## config.mk

```make
export PLATFORM = sky130hd
export DESIGN_NAME = multdiv_seq
export DESIGN_NICKNAME = d
export VERILOG_FILES = /design/src/rtl/multdiv_seq.sv
export SDC_FILE = /design/constraint.sdc
export NUM_CORES = 1
export LEC_CHECK = 0
export CORE_MARGIN = 4
export CORE_UTILIZATION = 50
export CTS_BUF_LIST = sky130_fd_sc_hd__clkbuf_4 sky130_fd_sc_hd__clkbuf_8
export CTS_CLUSTER_SIZE = 12
export DETAILED_ROUTE_END_ITERATION = 10
export PLACE_DENSITY = 0.7
export SLEW_MARGIN = 20
export SYNTH_ARGS = -nofsm -noshare
export SYNTH_HDL_FRONTEND = slang
export SYNTH_SLANG_ARGS = --single-unit
```

## constraint.sdc

```tcl
create_clock -name clock -period 10.6 [get_ports clock]
set_input_delay 1.06 -clock clock [delete_from_list [all_inputs] [get_ports clock]]
set_output_delay 1.06 -clock clock [all_outputs]
set_load 0.03 [all_outputs]
```

## src/rtl/multdiv_seq.sv

```systemverilog
// multdiv_seq: iterative 32-bit signed multiply / divide.
// Shift-add multiply and non-restoring divide run on operand magnitudes,
// one iteration per cycle for 32 cycles. The sign is applied at the end.
module multdiv_seq (
   input  logic        clock,
   input  logic        reset,
   input  logic [31:0] data_operandA,
   input  logic [31:0] data_operandB,
   input  logic        ctrl_MULT,
   input  logic        ctrl_DIV,
   output logic [31:0] data_result,
   output logic        data_exception,
   output logic        data_resultRDY
);

   typedef enum logic [1:0] {IDLE, RUN, FIN, DONE} state_t;

   state_t      state_q, state_d;
   logic        mult_q, mult_d, div_q, div_d;
   logic [4:0]  cnt_q, cnt_d;
   logic        isdiv_q, isdiv_d, neg_q, neg_d, bzero_q, bzero_d;
   // hi: multiply upper accumulator / divide partial remainder (signed, with headroom)
   // lo: multiply multiplier->product low half / divide dividend->quotient
   logic [33:0] hi_q, hi_d;
   logic [31:0] lo_q, lo_d, opb_q, opb_d;
   logic [31:0] res_q, res_d;
   logic        exc_q, exc_d, rdy_q, rdy_d;

   logic        mult_start, div_start, start;
   logic [31:0] a_mag, b_mag, quo;
   logic [33:0] mul_sum, div_sh, div_r;
   logic [63:0] prod_mag, prod;

   // Datapath terms shared by the next-state logic
   always_comb begin
      mult_start = ctrl_MULT & ~mult_q;
      div_start  = ctrl_DIV & ~div_q;
      // Both edges together cancel: no new operation is launched
      start      = mult_start ^ div_start;
      // 0x80000000 negates to itself, which is the correct unsigned magnitude
      a_mag      = data_operandA[31] ? -data_operandA : data_operandA;
      b_mag      = data_operandB[31] ? -data_operandB : data_operandB;
      mul_sum    = {2'b00, hi_q[31:0]} + (lo_q[0] ? {2'b00, opb_q} : 34'd0);
      div_sh     = {hi_q[32:0], lo_q[31]};
      div_r      = hi_q[33] ? div_sh + {2'b00, opb_q} : div_sh - {2'b00, opb_q};
      prod_mag   = {hi_q[31:0], lo_q};
      prod       = neg_q ? -prod_mag : prod_mag;
      quo        = neg_q ? -lo_q : lo_q;
   end

   // FSM next state, iteration step and output evaluation
   always_comb begin
      state_d = state_q;
      mult_d  = ctrl_MULT;
      div_d   = ctrl_DIV;
      cnt_d   = cnt_q;
      isdiv_d = isdiv_q;
      neg_d   = neg_q;
      bzero_d = bzero_q;
      hi_d    = hi_q;
      lo_d    = lo_q;
      opb_d   = opb_q;
      res_d   = res_q;
      exc_d   = exc_q;
      rdy_d   = 1'b0;
      if (start) begin
         // Accepted in any state; an operation in flight is abandoned
         state_d = RUN;
         cnt_d   = 5'd0;
         isdiv_d = div_start;
         neg_d   = data_operandA[31] ^ data_operandB[31];
         bzero_d = (data_operandB == 32'd0);
         hi_d    = 34'd0;
         lo_d    = div_start ? a_mag : b_mag;
         opb_d   = div_start ? b_mag : a_mag;
      end else begin
         case (state_q)
            RUN: begin
               if (isdiv_q) begin
                  hi_d = div_r;
                  lo_d = {lo_q[30:0], ~div_r[33]};
               end else begin
                  hi_d = {1'b0, mul_sum[33:1]};
                  lo_d = {mul_sum[0], lo_q[31:1]};
               end
               cnt_d = cnt_q + 5'd1;
               if (cnt_q == 5'd31) state_d = FIN;
            end
            FIN: begin
               state_d = DONE;
               rdy_d   = 1'b1;
               if (!isdiv_q) begin
                  res_d = prod[31:0];
                  exc_d = (prod[63:32] != {32{prod[31]}});
               end else if (bzero_q) begin
                  res_d = 32'd0;
                  exc_d = 1'b1;
               end else begin
                  // Only -2^31 / -1 gives a positive quotient of 2^31
                  res_d = quo;
                  exc_d = ~neg_q & lo_q[31];
               end
            end
            DONE:    state_d = IDLE;
            default: state_d = IDLE;
         endcase
      end
   end

   // State and output registers
   always_ff @(posedge clock or negedge reset) begin
      if (!reset) begin
         state_q <= IDLE;
         mult_q  <= 1'b0;
         div_q   <= 1'b0;
         cnt_q   <= 5'd0;
         isdiv_q <= 1'b0;
         neg_q   <= 1'b0;
         bzero_q <= 1'b0;
         hi_q    <= 34'd0;
         lo_q    <= 32'd0;
         opb_q   <= 32'd0;
         res_q   <= 32'd0;
         exc_q   <= 1'b0;
         rdy_q   <= 1'b0;
      end else begin
         state_q <= state_d;
         mult_q  <= mult_d;
         div_q   <= div_d;
         cnt_q   <= cnt_d;
         isdiv_q <= isdiv_d;
         neg_q   <= neg_d;
         bzero_q <= bzero_d;
         hi_q    <= hi_d;
         lo_q    <= lo_d;
         opb_q   <= opb_d;
         res_q   <= res_d;
         exc_q   <= exc_d;
         rdy_q   <= rdy_d;
      end
   end

   assign data_result    = res_q;
   assign data_exception = exc_q;
   assign data_resultRDY = rdy_q;

endmodule

```

==> metrics.txt <==
Max-Cap Viols 0; Area after DPL 14600 um2; RR Startpoint opb_q[5]$_DFFE_PN0N_; achievable clock frequency 204 MHz; Syn Nets 1803; synth warn 0; Cells after DPL 2018; WL final 44.4 mm; Power per Cell Area 272 nW/um2; Vias per Instance 6.52; final setup fails 0; clock slew at reported path FFs 0.12 ns; I/O pin count 102; Remaining Overflow, GRT 0; I/O Buffers 101; startpoint types flop; largest net degree at the start of global routing 81; critical path endpoint lo_q[0]$_DFFE_PN0P_; fin crit share 46.2%; Die Y 172 um; total power 4.09 mW; post-synth cell types 80; global-route wire length before repair 69.0 mm; grt met2 use 44.8%; Max VDD drop 0.000203 V; Fin Setup TNS 0 ns; drt drc 0; Setup crit start opb_q[5]$_DFFE_PN0N_; Worst Max-Slew Pin Slew 1.07 ns; Mapped Area 13500 um2; cts-stage hold buffer count 0; met3 usage in global routing 5.19%; Post-DP HPWL 33.2 mm; Clock Tree Buf Depth 2; CP arrival 5.25 ns; critical path class reg2reg; CP required 10.96 ns; die area 29600 um2; Syn Inst Count 1660; row cnt 59; Avg Synthesized Cell Area 8.11 um2; CP Cell Sequence or4_1 -> nor4b_1 -> nand2_1 -> nor4b_1 -> a21oi_1 -> xor2_1 -> ha_1 -> and3_1 -> nand3_1 -> and3_1 -> o21ai_0 -> a21oi_1 -> xnor2_1 -> o21ai_0; fraction of registers with async set or reset after synthesis 100%; most crowded layer after global routing met2; R2R depth 14; Crit path max-delay family simple AND/OR/NAND/NOR gates; layout cell share with drive strength beyond 1 5.19%; max_slew headroom 27.7%; sequential share of the synthesized area 26.8%; synthesized flop and latch total 144; main flop type after synthesis dfrtp_1; Tightest Hold Check Type reg2reg; fill cell count 2461; CP Max Fanout 7; routing usage on met1 42.2%; core area 26300 um2; gp weighted congestion 0.949; max incr delay on CP 0.93 ns; # clock sinks 144; outcome complete, no violations; unrepaired setup endpoints after global routing no; Worst R2R Setup Slack 5.71 ns; Initial Utilization 51.2%; WHS 0.484 ns; fin nets 1845; fin. max-slew vios 0; Final Hold Viols 0; crit path max-delay cell type nor4b_1; post_cts resized 0; Skew-Pair Late Insertion Delay 0.49 ns; Clk Tree Root Cell clkbuf_8; WL/cell 21.6 um; gr usage total 29.5%; Finished Cell Area 15000 um2; Period minus WS final 4.89 ns; CTS tree yes; Detail Route Antenna Nets 0; worst path bufs/invs 0; DR pass1 iterations 5; total CTS buffers 17; Post-synth EDFFs 0; ant diodes 0; non-filler instance count after layout 2050; chip width 172 um; Worst Skew 0.0253 ns; postcts setup bufs 0; vias in the first global route 12514; FF-to-FF End lo_q[0]$_DFFE_PN0P_; Levels on crit path 14; Area Overhead vs Synth 11.6%; initial antenna violation count 0; H-tree depth 4; Starting DRT DRC Count 1186; Worst Setup End Kind flop; vias 13360; P_leak 6.38 nW
[sequential cells by signal (all words and copies together), names as in the netlist]
signal,cells
hi_q,34
data_result,32
lo_q,32
opb_q,32
cnt_q,5
state_q,2
bzero_q,1
data_exception,1
data_resultRDY,1
div_q,1
isdiv_q,1
mult_q,1
neg_q,1
[report_power, final]
| part | internal (mW) | leakage [nW] | switching (mW) | total (mW) |
|---|---|---|---|---|
| registers | 0.747 | 1.76 | 0.387 | 1.13 |
| logic | 1.03 | 4.42 | 1.44 | 2.47 |
| clock network | 0.182 | 0.205 | 0.298 | 0.480 |
| total | 1.96 | 6.38 | 2.13 | 4.09 |
[cell usage after synthesis (all sizes together), types with 3 or more instances]
| cell | number | area (um2) |
|---|---|---|
| a311oi | 3 | 26.3 |
| xor2 | 145 | 1270 |
| a41oi | 3 | 26.3 |
| or3 | 25 | 161 |
| o21bai | 7 | 52.6 |
| nor2 | 164 | 616 |
| clkbuf | 74 | 278 |
| and3 | 11 | 68.8 |
| o32a | 9 | 90.1 |
| o21a | 6 | 45.0 |
| nor3b | 3 | 22.5 |
| nor4b | 5 | 50.0 |
| a31oi | 19 | 119 |
| a221oi | 33 | 289 |
| o31ai | 38 | 290 |
| a221o | 4 | 40.0 |
| nor2b | 10 | 62.6 |
| nand3 | 27 | 140 |
| buf | 18 | 114 |
| o22a | 17 | 150 |
| o221ai | 6 | 52.6 |
| a21boi | 3 | 22.5 |
| nand2b | 19 | 119 |
| a211oi | 12 | 90.1 |
| o21ai | 124 | 621 |
| and2 | 27 | 169 |
| dfrtp | 144 | 3600 |
| or4 | 29 | 246 |
| ha | 73 | 913 |
| a21o | 37 | 278 |
| a21oi | 122 | 611 |
| xnor2 | 61 | 534 |
| nor4 | 13 | 81.3 |
| or2 | 12 | 75.1 |
| a22oi | 6 | 45.0 |
| nand2 | 135 | 507 |
| o41ai | 26 | 254 |
| o22ai | 29 | 181 |
| nor3 | 35 | 175 |
| mux2i | 43 | 430 |
| o211ai | 6 | 45.0 |
| nand4 | 8 | 50.1 |
| inv | 38 | 143 |
[routing by layer]
metal	share of wire, %	wire (um)
met3	8.2	3640
met5	0	0
met1	44	19700
met4	3.7	1640
met2	44	19400
[layout by cell type (no fill, tap or decap), types with 11 or more instances in the layout]
cell | netlist | layout
xnor2_1 | 61 | 61
a21oi_1 | 122 | 122
xor2_1 | 145 | 145
nand3_1 | 26 | 26
or2_2 | 12 | 12
and3_1 | 11 | 11
o22ai_1 | 29 | 29
o41ai_1 | 24 | 24
a211oi_1 | 12 | 12
dfrtp_1 | 144 | 143
o21ai_0 | 123 | 122
ha_1 | 73 | 72
a21o_1 | 37 | 37
or3_1 | 21 | 20
nor3_1 | 35 | 35
nor4_1 | 13 | 13
nand2b_1 | 19 | 19
o31ai_1 | 37 | 37
buf_4 | 4 | 14
a221oi_1 | 33 | 33
nand2_1 | 135 | 134
o22a_1 | 16 | 16
clkbuf_8 | 0 | 17
inv_1 | 38 | 38
mux2i_1 | 43 | 43
and2_1 | 27 | 27
nor2_1 | 164 | 163
clkdlybuf4s50_1 | 0 | 99
or4_1 | 20 | 20
a31oi_1 | 19 | 19
[tightest hold or removal path, cell delays in order (launching register included)]
cell and delay, ns:
dfrtp_1 0.35, nand2_1 0.04, o21ai_0 0.06
[logic make-up after synthesis]
group / Yosys count / synth area share [%]
xor gates and xnor gates: 206 / 13.4
muxes: 44 / 3.28
DFF: 144 / 26.8
and+or+nand+nor: 532 / 19.5
AOI/OAI and AO/OA: 528 / 26.0
buffers and inverters: 131 / 4.00
adders and majority gates: 75 / 7.08
[cell type report]
| class | count | area (um2) | share of cell area, % |
|---|---|---|---|
| Timing Repair Buffer | 115 | 1110 | 7.40 |
| Multi-Input combinational cell | 1385 | 9330 | 62.1 |
| Sequential cell | 144 | 3600 | 24.0 |
| Inverter | 39 | 146 | 0.974 |
| Clock buffer | 17 | 234 | 1.56 |
| Clock inverter | 15 | 180 | 1.20 |
| Tap cell | 335 | 419 | 2.79 |
[through the flow]
stage / util [%] / setup slack, ns
final: 57.2 / 5.71
after global routing: 57.2 / 5.37
after CTS: 57.2 / 5.79
after detailed placement: 55.6 / 5.80
after global placement: 55.6 / 5.88
after floorplan: - / 6.43
[how the worst min path moves through the flow]
| stage | start | slack [ns] | endpoint | cells past startpoint |
|---|---|---|---|---|
| after floorplan | hi_q[32]$_DFFE_PN0P_ | 0.47 | hi_q[32]$_DFFE_PN0P_ | 2 |
| after global placement | data_result[9]$_DFFE_PN0P_ | 0.46 | data_result[9]$_DFFE_PN0P_ | 2 |
| after detailed placement | data_result[12]$_DFFE_PN0P_ | 0.47 | data_result[12]$_DFFE_PN0P_ | 2 |
| after CTS | data_result[28]$_DFFE_PN0P_ | 0.49 | data_result[28]$_DFFE_PN0P_ | 2 |
| after global routing | data_result[12]$_DFFE_PN0P_ | 0.51 | data_result[12]$_DFFE_PN0P_ | 2 |
| final | data_result[28]$_DFFE_PN0P_ | 0.48 | data_result[28]$_DFFE_PN0P_ | 2 |
Note: power is estimated with default switching activity, not from simulation.
